File: src/rtl/line_delay_sp_ctrl.sv
// Single-port SRAM line delay. Incoming pixels are packed four to a word and
// written per group; the previous line's word for the same group is read
// before it is overwritten. Each accepted pixel leaves the block exactly
// three cycles later, carrying the same-column pixel from the previous line.
module line_delay_sp_ctrl #(
  parameter int PIX_W = 10,
  parameter int ADDR  = 12,
  parameter int DEPTH = 2336
) (
  input  logic               clk,
  input  logic               rst_n,
  input  logic [11:0]        line_groups,
  input  logic               bist_busy,
  input  logic               in_sof,
  input  logic               in_vld,
  output logic               in_rdy,
  input  logic [PIX_W-1:0]   in_pix,
  output logic               out_vld,
  output logic [PIX_W-1:0]   out_pix,
  output logic               out_first,
  output logic               err_cfg,
  output logic               sram_CEN,
  output logic               sram_WEN,
  output logic [ADDR-1:0]    sram_A,
  output logic [4*PIX_W-1:0] sram_D,
  input  logic [4*PIX_W-1:0] sram_Q
);

  localparam int          WW      = 4 * PIX_W;
  localparam logic [11:0] DEPTH_L = 12'(DEPTH);

  typedef enum logic [1:0] {IDLE, FILL, RUN} state_t;

  state_t            state_q, state_d;
  logic [11:0]       lg_q, lg_d;
  logic [1:0]        phase_q, phase_d;
  logic [ADDR-1:0]   group_q, group_d;
  logic [WW-1:0]     pack_q, pack_d;
  logic [WW-1:0]     old_word_q, old_word_d;
  logic              err_q, err_d;
  logic              cen_q, cen_d, wen_q, wen_d;
  logic [ADDR-1:0]   addr_q, addr_d;
  logic [WW-1:0]     wdata_q, wdata_d;
  logic              cap_q, cap_d;
  // two pipeline stages between acceptance and the output register
  logic [1:0]        vld_pipe_q, vld_pipe_d;
  logic [1:0]        first_pipe_q, first_pipe_d;
  logic [1:0][1:0]   ph_pipe_q, ph_pipe_d;
  logic              out_vld_q, out_vld_d, out_first_q, out_first_d;
  logic [PIX_W-1:0]  out_pix_q, out_pix_d;

  logic              acc, sof_acc, cfg_bad, grp_last;
  logic [ADDR-1:0]   last_grp;
  logic [WW-1:0]     word;

  assign in_rdy   = ~bist_busy;
  assign acc      = in_vld & ~bist_busy;
  assign sof_acc  = acc & in_sof;
  assign cfg_bad  = (line_groups < 12'd2) || (line_groups > DEPTH_L);
  assign last_grp = ADDR'(lg_q - 12'd1);
  assign grp_last = (group_q == last_grp);
  // a read issued last cycle returns its data now; bypass it straight to the output
  assign word     = cap_q ? sram_Q : old_word_q;

  // FSM state register
  always_ff @(posedge clk or negedge rst_n) begin
    if (!rst_n) state_q <= IDLE;
    else        state_q <= state_d;
  end

  // FSM next state: bist wins, then frame start, then end of the first line
  always_comb begin
    state_d = state_q;
    if (bist_busy)
      state_d = IDLE;
    else if (sof_acc)
      state_d = cfg_bad ? IDLE : FILL;
    else if (acc && state_q == FILL && phase_q == 2'd3 && grp_last)
      state_d = RUN;
  end

  // FSM outputs: counters, packing, SRAM command and pipeline entry
  always_comb begin
    lg_d          = lg_q;
    phase_d       = phase_q;
    group_d       = group_q;
    pack_d        = pack_q;
    err_d         = err_q;
    cen_d         = 1'b1;
    wen_d         = 1'b1;
    addr_d        = '0;
    wdata_d       = wdata_q;
    vld_pipe_d    = {vld_pipe_q[0], 1'b0};
    first_pipe_d  = {first_pipe_q[0], (state_q == FILL)};
    ph_pipe_d     = {ph_pipe_q[0], phase_q};
    if (bist_busy) begin
      phase_d = '0;
      group_d = '0;
      pack_d  = '0;
    end else if (sof_acc) begin
      lg_d    = line_groups;
      phase_d = '0;
      group_d = '0;
      pack_d  = '0;
      if (cfg_bad) begin
        err_d = 1'b1;
      end else begin
        pack_d[PIX_W-1:0] = in_pix;
        phase_d           = 2'd1;
        vld_pipe_d[0]     = 1'b1;
        first_pipe_d[0]   = 1'b1;
        ph_pipe_d[0]      = 2'd0;
      end
    end else if (acc && state_q != IDLE) begin
      vld_pipe_d[0]                      = 1'b1;
      pack_d[int'(phase_q)*PIX_W +: PIX_W] = in_pix;
      phase_d                            = phase_q + 2'd1;
      if (phase_q == 2'd3) begin
        cen_d   = 1'b0;
        wen_d   = 1'b0;
        addr_d  = group_q;
        wdata_d = {in_pix, pack_q[3*PIX_W-1:0]};
        group_d = grp_last ? '0 : group_q + ADDR'(1);
      end else if (phase_q == 2'd0 && state_q == RUN) begin
        cen_d  = 1'b0;
        addr_d = group_q;
      end
    end
  end

  // read-return capture and output stage
  always_comb begin
    cap_d       = ~cen_q & wen_q;
    old_word_d  = word;
    out_vld_d   = vld_pipe_q[1];
    out_first_d = vld_pipe_q[1] & first_pipe_q[1];
    out_pix_d   = '0;
    if (vld_pipe_q[1] && !first_pipe_q[1])
      out_pix_d = word[int'(ph_pipe_q[1])*PIX_W +: PIX_W];
  end

  // datapath registers
  always_ff @(posedge clk or negedge rst_n) begin
    if (!rst_n) begin
      lg_q         <= '0;
      phase_q      <= '0;
      group_q      <= '0;
      pack_q       <= '0;
      old_word_q   <= '0;
      err_q        <= 1'b0;
      cen_q        <= 1'b1;
      wen_q        <= 1'b1;
      addr_q       <= '0;
      wdata_q      <= '0;
      cap_q        <= 1'b0;
      vld_pipe_q   <= '0;
      first_pipe_q <= '0;
      ph_pipe_q    <= '0;
      out_vld_q    <= 1'b0;
      out_first_q  <= 1'b0;
      out_pix_q    <= '0;
    end else begin
      lg_q         <= lg_d;
      phase_q      <= phase_d;
      group_q      <= group_d;
      pack_q       <= pack_d;
      old_word_q   <= old_word_d;
      err_q        <= err_d;
      cen_q        <= cen_d;
      wen_q        <= wen_d;
      addr_q       <= addr_d;
      wdata_q      <= wdata_d;
      cap_q        <= cap_d;
      vld_pipe_q   <= vld_pipe_d;
      first_pipe_q <= first_pipe_d;
      ph_pipe_q    <= ph_pipe_d;
      out_vld_q    <= out_vld_d;
      out_first_q  <= out_first_d;
      out_pix_q    <= out_pix_d;
    end
  end

  assign out_vld   = out_vld_q;
  assign out_pix   = out_pix_q;
  assign out_first = out_first_q;
  assign err_cfg   = err_q;
  assign sram_CEN  = cen_q;
  assign sram_WEN  = wen_q;
  assign sram_A    = addr_q;
  assign sram_D    = wdata_q;

endmodule

File: config.mk
export PLATFORM = sky130hd
export DESIGN_NAME = line_delay_sp_ctrl
export DESIGN_NICKNAME = d
export VERILOG_FILES = /design/src/rtl/line_delay_sp_ctrl.sv
export SDC_FILE = /design/constraint.sdc
export NUM_CORES = 1
export LEC_CHECK = 0
export ABC_AREA = 0
export BUFFER_PORTS_ARGS = -buffer_cell sky130_fd_sc_hd__buf_2
export CAP_MARGIN = 15
export CORE_AREA = 2 2 146 148
export CTS_CLUSTER_SIZE = 12
export DETAILED_ROUTE_END_ITERATION = 10
export DIE_AREA = 0 0 148 150
export SYNTH_ARGS = -nofsm -noshare
export SYNTH_HDL_FRONTEND = slang
export SYNTH_SLANG_ARGS = --single-unit
File: constraint.sdc
create_clock -name clk -period 7.23 [get_ports clk]
set_clock_uncertainty 0.15 [all_clocks]
set_input_delay 2.169 -clock clk [delete_from_list [all_inputs] [get_ports clk]]
set_output_delay 2.169 -clock clk [all_outputs]
set_load 0.05 [all_outputs]
==> load_flow_metrics.sql, run 1 <==
INSERT INTO impl_metrics (metric_group, metric, value, unit) VALUES
('drt', 'drt-met1-wl', '9.23', 'mm'),
('floorplan', 'dieHeight', '150', 'um'),
('power', 'p_leak', '4.76', 'nW'),
('worst_setup_path', 'setup.worst_path.class', 'in -> out', ''),
('worst_setup_path', 'crit_path_max_fo', '10', ''),
('sta', 'timing.max_slew.rel_slack', '33.6', '%'),
('synth', 'netlist_top_cells_count', 'sky130_fd_sc_hd__dfrtp_1, sky130_fd_sc_hd__nand2_1, sky130_fd_sc_hd__mux2_2, sky130_fd_sc_hd__nor2_1, sky130_fd_sc_hd__a21oi_1', ''),
('sta', 'finalHoldViolations', '0', ''),
('drt', 'via_count_of_the_routed_design', '6103', ''),
('synth', 'synth_async_reset_ratio', '100', '%'),
('synth', 'synthTopCellsByArea', 'sky130_fd_sc_hd__dfrtp_1, sky130_fd_sc_hd__mux2_2, sky130_fd_sc_hd__nand2_1, sky130_fd_sc_hd__mux2i_1, sky130_fd_sc_hd__a21oi_1', ''),
('worst_setup_path', 'reg2reg_to', 'pack_q[6]', ''),
('worst_setup_path', 'critical_path_cell_count', '3', ''),
('synth', 'synth_top_area_share', '52.8', '%'),
('placement', 'final_wtd_congestion', '0.868', ''),
('drt', 'route.top_layer_used', 'met4', ''),
('synth', 'synth-main-ff-cell', 'sky130_fd_sc_hd__dfrtp_1', ''),
('cts', 'cts.sink_count', '174', ''),
('cts', 'clkLatencyLatePin', '430', 'ps'),
('flow_run', 'max_cap_viol_count', '0', ''),
('synth', 'ys_warn_count', '0', ''),
('worst_setup_path', 'critPathMaxStageDelay', '290', 'ps'),
('synth', 'synth.ff_latch_count', '174', ''),
('worst_setup_path', 'setup.worst_path.start_class', 'primary input', ''),
('sta', 'worstMarginPinSlew', '996', 'ps'),
('worst_setup_path', 'cp.arrival', '2820', 'ps'),
('cts', 'ctsLongestPathBuffers', '2', ''),
('cts', 'clock_tree_root_driver_cell', 'sky130_fd_sc_hd__clkbuf_16', ''),
('synth', 'ys_seq_area_share', '53.5', '%'),
('sta', 'layout_worst_path_cycle_share', '71.1', '%'),
('global_route', 'grt_max_degree', '107', ''),
('sta', 'fmaxAchievable', '195', 'MHz'),
('drt', 'drt_iter0_markers', '436', ''),
('synth', 'yosysMostFrequentCell', 'sky130_fd_sc_hd__dfrtp_1', ''),
('drt', 'drt-vias-per-instance', '5.12', ''),
('floorplan', 'core_region_area', '20700', 'um^2'),
('finish', 'antenna_cells', '0', ''),
('worst_setup_path', 'worst-r2r-cell-count', '7', ''),
('worst_setup_path', 'crit_slowest_cell', 'sky130_fd_sc_hd__buf_2', ''),
('global_route', 'gr-total-overflow', '0', ''),
('finish', 'finish.net_count', '981', ''),
('worst_hold_path', 'min-delay-path-class', 'reg -> reg', ''),
('floorplan', 'die_width', '148', 'um'),
('drt', 'detail-route-antenna-nets', '0', ''),
('cts', 'cts.hold.buffers_added', '0', ''),
('worst_setup_path', 'timing.critical_path.max_delay_family', 'buffers and inverters', ''),
('global_route', 'global_route.usage.total', '17.9', '%'),
('sta', 'rsz0062_at_grt', 'false', ''),
('synth', 'syn_nets', '860', ''),
('cts', 'cts_tree', 'yes', ''),
('finish', 'area_occupied_by_multi_input_gates', '3560', 'um^2'),
('finish', 'seqCellArea', '4360', 'um^2'),
('synth', 'post_synth_num_cell_types', '69', ''),
('cts', 'tritoncts.num_buffers', '17', ''),
('power', 'peakVddDrop', '0.167', 'mV'),
('worst_setup_path', 'worst_ep_required_time', '4910', 'ps'),
('worst_setup_path', 'r2r_slack', '3420', 'ps'),
('synth', 'post_synth_edffs', '0', ''),
('cts', 'post_cts_resize_count', '0', ''),
('synth', 'postSynthAreaPerCell', '10.4', 'um^2'),
('worst_setup_path', 'timing.critical_path.mode_cell', 'sky130_fd_sc_hd__buf_2', ''),
('worst_setup_path', 'crit_end', 'in_rdy', ''),
('synth', 'cells_after_synthesis', '784', ''),
('synth', 'synth_top_cell_by_area', 'sky130_fd_sc_hd__dfrtp_1', ''),
('run_status', 'status', 'finished, final reports clean', ''),
('finish', 'drive_above_1_share', '27.8', '%'),
('drt', 'routed_wl', '19.0', 'mm'),
('drt', 'met2_wire_len', '8.55', 'mm'),
('drt', 'route.detailed.drc', '0', ''),
('cts', 'clock_tree.htree_level_count', '4', ''),
('drt', 'route.met3.wl', '943', 'um');
[flip-flops by register name (all words and copies together) (netlist names)]
register,count
old_word_q,40
sram_D,40
pack_q,30
group_q,12
lg_q,12
sram_A,12
out_pix,10
first_pipe_q,2
ph_pipe_d,2
ph_pipe_q,2
phase_q,2
state_q,2
vld_pipe_q,2
cap_q,1
err_cfg,1
out_first,1
out_vld,1
sram_CEN,1
sram_WEN,1
[layout make-up]
| type | instances | share of cell area [%] |
|---|---|---|
| multi-input combinational | 553 | 36.9 |
| sequential | 174 | 45.2 |
| clock buffer | 17 | 4.41 |
| tap | 275 | 3.57 |
| clock inverter | 15 | 1.74 |
| inverter | 20 | 0.778 |
| timing repair buffer | 139 | 7.41 |
[worst register-to-register path, delay by kind of cell (launching register included)]
kind	cells	cell delay, ps
AOI/OAI and AO/OA	4	900
adders and majority gates	1	910
buffers and inverters	2	720
DFF	1	990
[placed cells by master, fill, tap and decap left out, types with 5 or more instances in the layout]
cell	instances
sky130_fd_sc_hd__dfrtp_1	172
sky130_fd_sc_hd__nand2_1	164
sky130_fd_sc_hd__buf_2	133
sky130_fd_sc_hd__mux2_2	62
sky130_fd_sc_hd__nor2_1	46
sky130_fd_sc_hd__a21oi_1	42
sky130_fd_sc_hd__mux2i_1	33
sky130_fd_sc_hd__o21ai_0	33
sky130_fd_sc_hd__nand3_1	25
sky130_fd_sc_hd__inv_1	17
sky130_fd_sc_hd__clkbuf_16	17
sky130_fd_sc_hd__nor3_1	13
sky130_fd_sc_hd__and2_1	12
sky130_fd_sc_hd__ha_1	9
sky130_fd_sc_hd__xnor2_1	8
sky130_fd_sc_hd__nand2b_1	6
sky130_fd_sc_hd__and3_1	5
sky130_fd_sc_hd__nand4_1	5
sky130_fd_sc_hd__xor2_1	5
sky130_fd_sc_hd__a22o_1	5
sky130_fd_sc_hd__inv_8	5
sky130_fd_sc_hd__buf_4	5
[worst min path at each step]
stage                               start         endpoint  slack, ps  depth (start not counted)
after floorplan           first_pipe_q[0]  first_pipe_q[1]        180                          0
after global routing        vld_pipe_q[0]    vld_pipe_q[1]        220                          0
after detailed placement    vld_pipe_q[0]    vld_pipe_q[1]        180                          0
final                       vld_pipe_q[0]    vld_pipe_q[1]        200                          0
after CTS                   vld_pipe_q[0]    vld_pipe_q[1]        200                          0
after global placement      vld_pipe_q[0]    vld_pipe_q[1]        190                          0
[cells by family (layout without fill, tap and decap cells)]
kind of cell             count (synthesis)  after routing  synth area share, %
AND/OR/NAND/NOR                        304            304                 17.1
flip-flops                             174            174                 53.5
AO/OA/AOI/OAI                          129            129                 10.5
multiplexers                            97             97                 13.2
buffers and inverters                   57            191                 2.81
XOR/XNOR                                14             14                 1.60
adder cells (fa/ha/maj)                  9              9                 1.38
[metal layers]
metal	global-route usage, %	vias to the layer above
met1	25.8	2931
met5	0	-
met2	26.8	181
met3	3.51	30
li1	-	2961
met4	6.19	0
[stage by stage]
stage / hold WS, ps / worst slack (ps) / cells / util, % / total power, mW
6_report: 201 / 2090 / 1193 / 46.6 / 2.55
5_1_grt: 225 / 2040 / 1193 / 46.6 / 2.69
4_1_cts: 202 / 2080 / 1193 / 46.6 / 2.58
3_5_place_dp: 185 / 2090 / 1161 / 43.8 / 1.64
3_3_place_gp: 187 / 2100 / 1161 / 43.8 / 1.63
2_1_floorplan: 181 / 2350 / 784 / - / 1.50
[power breakdown]
group | internal (mW) | switching (mW) | total [mW]
Combinational | 0.220 | 0.281 | 0.501
Sequential | 1.05 | 0.0709 | 1.12
Clock | 0.494 | 0.432 | 0.926
Total | 1.77 | 0.785 | 2.55
Power figures use the tool's default switching activity.
==> run 2, diff against run 1 <==
Settings changed: ABC_AREA 0 to 1, CORE_AREA 2 2 146 148 to 2 2 148 150, DIE_AREA 0 0 148 150 to 0 0 150 152.
Clock period 7.23 ns to 5.1 ns, I/O delays scaled along.
==> run 2 against run 1 <==
Sequential power grew 36%. Routed wire length grew 13%. Final cell count grew 24%. Critical path type unchanged. Largest cell class unchanged. Largest power group unchanged.
==> load_flow_metrics.sql, run 2 <==
INSERT INTO impl_metrics (metric_group, metric, value, unit) VALUES
('worst_setup_path', 'cp.arrival', '2020', 'ps'),
('placement', 'detailed_place_hpwl', '15.3', 'mm'),
('finish', 'drive_above_1_share', '16.5', '%'),
('placement', 'buffer_ports.inserted', '134', ''),
('floorplan', 'core_region_area', '21400', 'um^2'),
('cts', 'clock_tree_root_driver_cell', 'sky130_fd_sc_hd__clkbuf_16', ''),
('sta', 'setup-tns-final', '0', 'ps'),
('drt', 'drt_iter0_markers', '471', ''),
('cts', 'clock_tree.htree_level_count', '4', ''),
('finish', 'synthToLayoutAreaGrowth', '17.6', '%'),
('run_status', 'status', 'finished, final reports clean', ''),
('sta', 'period_needed', '3700', 'ps'),
('finish', 'finalInstanceArea', '9890', 'um^2'),
('placement', 'final_wtd_congestion', '0.860', ''),
('cts', 'tritoncts.num_buffers', '17', ''),
('worst_hold_path', 'min-delay-path-class', 'reg -> reg', ''),
('synth', 'synth_async_reset_ratio', '100', '%'),
('worst_setup_path', 'setup.worst_path.class', 'in -> out', ''),
('finish', 'finish.net_count', '1261', ''),
('floorplan', 'initial_core_util', '39.4', '%'),
('placement', 'placement.cell_area', '9310', 'um^2'),
('worst_setup_path', 'crit_path_max_fo', '4', ''),
('drt', 'detail-route-antenna-nets', '0', ''),
('global_route', 'grt_max_degree', '73', ''),
('synth', 'cells_after_synthesis', '1065', ''),
('synth', 'syn_nets', '1141', ''),
('worst_setup_path', 'worst_ep_required_time', '3420', 'ps'),
('power', 'cellPowerDensity', '352', 'nW/um^2'),
('cts', 'clkLatencyLatePin', '430', 'ps'),
('cts', 'cts.sink_count', '174', ''),
('drt', 'route.detailed.drc', '0', ''),
('synth', 'ys_seq_area_share', '51.8', '%'),
('synth', 'synth.ff_latch_count', '174', ''),
('floorplan', 'die-area', '22800', 'um^2'),
('drt', 'detail_route.first_pass.iterations', '5', ''),
('power', 'peakVddDrop', '0.278', 'mV'),
('floorplan', 'ioPinCount', '135', ''),
('finish', 'most_frequent_cells_in_the_layout', 'sky130_fd_sc_hd__nand2_1, sky130_fd_sc_hd__dfrtp_1, sky130_fd_sc_hd__buf_2', ''),
('sta', 'fmaxAchievable', '270', 'MHz'),
('synth', 'synth-main-ff-cell', 'sky130_fd_sc_hd__dfrtp_1', ''),
('drt', 'via_count_of_the_routed_design', '7213', ''),
('global_route', 'first_global_vias', '7069', ''),
('sta', 'timing.final.max_slew_violations', '0', ''),
('synth', 'synth_top_cell_by_area', 'sky130_fd_sc_hd__dfrtp_1', ''),
('drt', 'route.top_layer_used', 'met4', ''),
('cts', 'post_cts_resize_count', '0', ''),
('synth', 'synth.cell_area', '8400', 'um^2'),
('drt', 'drt-met1-wl', '9.86', 'mm'),
('finish', 'leading_cell_type_in_the_layout_fill_and_taps_excluded', 'sky130_fd_sc_hd__nand2_1', ''),
('worst_setup_path', 'worst-r2r-cell-count', '11', ''),
('synth', 'postSynthAreaPerCell', '7.89', 'um^2'),
('drt', 'met2_wire_len', '10.3', 'mm'),
('sta', 'layout_worst_path_cycle_share', '72.5', '%'),
('cts', 'cts_tree', 'yes', ''),
('worst_setup_path', 'setup.worst_path.start_class', 'primary input', ''),
('cts', 'cts_setup_buffers', '0', ''),
('finish', 'antenna_cells', '0', ''),
('sta', 'setup-violations-final', '0', ''),
('synth', 'synth_top_area_share', '51.2', '%'),
('finish', 'num-fill-cells', '2212', ''),
('worst_setup_path', 'reg2reg_from', 'phase_q[0]', ''),
('floorplan', 'floorplan.rows', '54', ''),
('synth', 'synthTopCellsByArea', 'sky130_fd_sc_hd__dfrtp_1, sky130_fd_sc_hd__nand2_1, sky130_fd_sc_hd__nand3_1, sky130_fd_sc_hd__inv_1, sky130_fd_sc_hd__o21ai_0', ''),
('flow_run', 'max_cap_viol_count', '0', ''),
('sta', 'worstMarginPinSlew', '1030', 'ps'),
('floorplan', 'dieHeight', '152', 'um'),
('floorplan', 'die_width', '150', 'um'),
('global_route', 'gr-total-overflow', '0', ''),
('worst_setup_path', 'r2r_slack', '1600', 'ps'),
('drt', 'drt-vias-per-instance', '4.88', ''),
('cts', 'ctsLongestPathBuffers', '2', ''),
('cts', 'cts.hold.buffers_added', '0', ''),
('synth', 'post_synth_num_cell_types', '44', ''),
('cts', 'path_clk_slew', '70', 'ps'),
('drt', 'routed_wl', '21.5', 'mm'),
('global_route', 'grt_first_pass_wirelength', '35.8', 'mm'),
('synth', 'ys_warn_count', '0', ''),
('synth', 'yosysMostFrequentCell', 'sky130_fd_sc_hd__nand2_1', ''),
('sta', 'rsz0062_at_grt', 'false', ''),
('drt', 'wl_cell', '14.6', 'um'),
('global_route', 'number_of_antenna_violations_at_the_first_check_in_global_routing', '0', ''),
('worst_setup_path', 'reg2reg_to', 'pack_q[6]', ''),
('global_route', 'global_route.usage.total', '19.6', '%'),
('worst_setup_path', 'crit_end', 'in_rdy', ''),
('worst_setup_path', 'worstSetupStartpoint', 'bist_busy', ''),
('worst_setup_path', 'worstSetupEndpointType', 'output pin', ''),
('drt', 'route.met3.wl', '1.10', 'mm'),
('power', 'p_leak', '5.08', 'nW'),
('sta', 'timing.max_slew.rel_slack', '31.3', '%'),
('synth', 'post_synth_edffs', '0', ''),
('sta', 'finalHoldViolations', '0', ''),
('synth', 'netlist_top_cells_count', 'sky130_fd_sc_hd__nand2_1, sky130_fd_sc_hd__dfrtp_1, sky130_fd_sc_hd__inv_1, sky130_fd_sc_hd__nand3_1, sky130_fd_sc_hd__nor2_1', '');
run 2: changes by cell type after synthesis, moves of 22 or more:
cell | before | now
sky130_fd_sc_hd__nand2_1 | 164 | 415
sky130_fd_sc_hd__inv_1 | 17 | 88
sky130_fd_sc_hd__mux2_2 | 62 | 0
sky130_fd_sc_hd__nand3_1 | 25 | 67
sky130_fd_sc_hd__mux2i_1 | 33 | 0
sky130_fd_sc_hd__a21oi_1 | 42 | 16
sky130_fd_sc_hd__o21ai_0 | 33 | 59
sky130_fd_sc_hd__o211ai_1 | 2 | 25
sky130_fd_sc_hd__o21ai_1 | 1 | 23
run 2: how the worst min path moves through the flow:
stage / startpoint / to / slack [ps] / cells past startpoint
6_report: first_pipe_q[0] / first_pipe_q[1] / 200 / 0
5_1_grt: ph_pipe_d[2] / ph_pipe_q[2] / 210 / 0
4_1_cts: ph_pipe_d[2] / ph_pipe_q[2] / 200 / 0
3_5_place_dp: ph_pipe_d[2] / ph_pipe_q[2] / 190 / 0
3_3_place_gp: vld_pipe_q[0] / vld_pipe_q[1] / 190 / 0
2_1_floorplan: first_pipe_q[0] / first_pipe_q[1] / 180 / 0
run 2: cells by family after synthesis:
kind of cell	after synthesis	share of synthesized area, %
adder cells (fa/ha/maj)	9	1.34
buffers and inverters	137	6.46
XOR/XNOR	8	0.834
AND/OR/NAND/NOR	591	29.5
flip-flops	174	51.8
AO/OA/AOI/OAI	146	10.0
run 2: area by class of cell:
class                           count  area (um^2)  area share (%)
Sequential cell                   174         4360            44.1
Inverter                           96          360            3.65
Tap cell                          280          350            3.54
Multi-Input combinational cell    754         3500            35.5
Timing Repair Buffer              142          762            7.71
Clock buffer                       17          425            4.30
Clock inverter                     15          126            1.28
run 2: worst max-delay path: stages:
cell                    delay [ps]
sky130_fd_sc_hd__buf_2         150
sky130_fd_sc_hd__inv_2          80
sky130_fd_sc_hd__buf_2         260
run 2: per-stage QoR:
step	util, %	hold slack [ps]	setup WS [ps]	instances	total power, mW
2_1_floorplan	-	181	1690	1065	2.05
3_3_place_gp	43.6	190	1410	1445	2.26
3_5_place_dp	43.6	186	1400	1445	2.26
4_1_cts	46.2	201	1400	1477	3.51
5_1_grt	46.3	205	1180	1478	3.68
6_report	46.3	197	1400	1478	3.48
run 2: report_power, final:
part | leakage, nW | switching (mW) | internal, mW
logic | 2.64 | 0.520 | 0.200
clock network | 0.268 | 0.601 | 0.641
registers | 2.17 | 0.0780 | 1.44
total | 5.08 | 1.20 | 2.28
run 2: metal layers:
metal | track usage, % | up-vias
li1 | - | 3658
met3 | 3.57 | 23
met1 | 26.8 | 3345
met4 | 5.17 | 0
met2 | 32.1 | 187
met5 | 0 | -
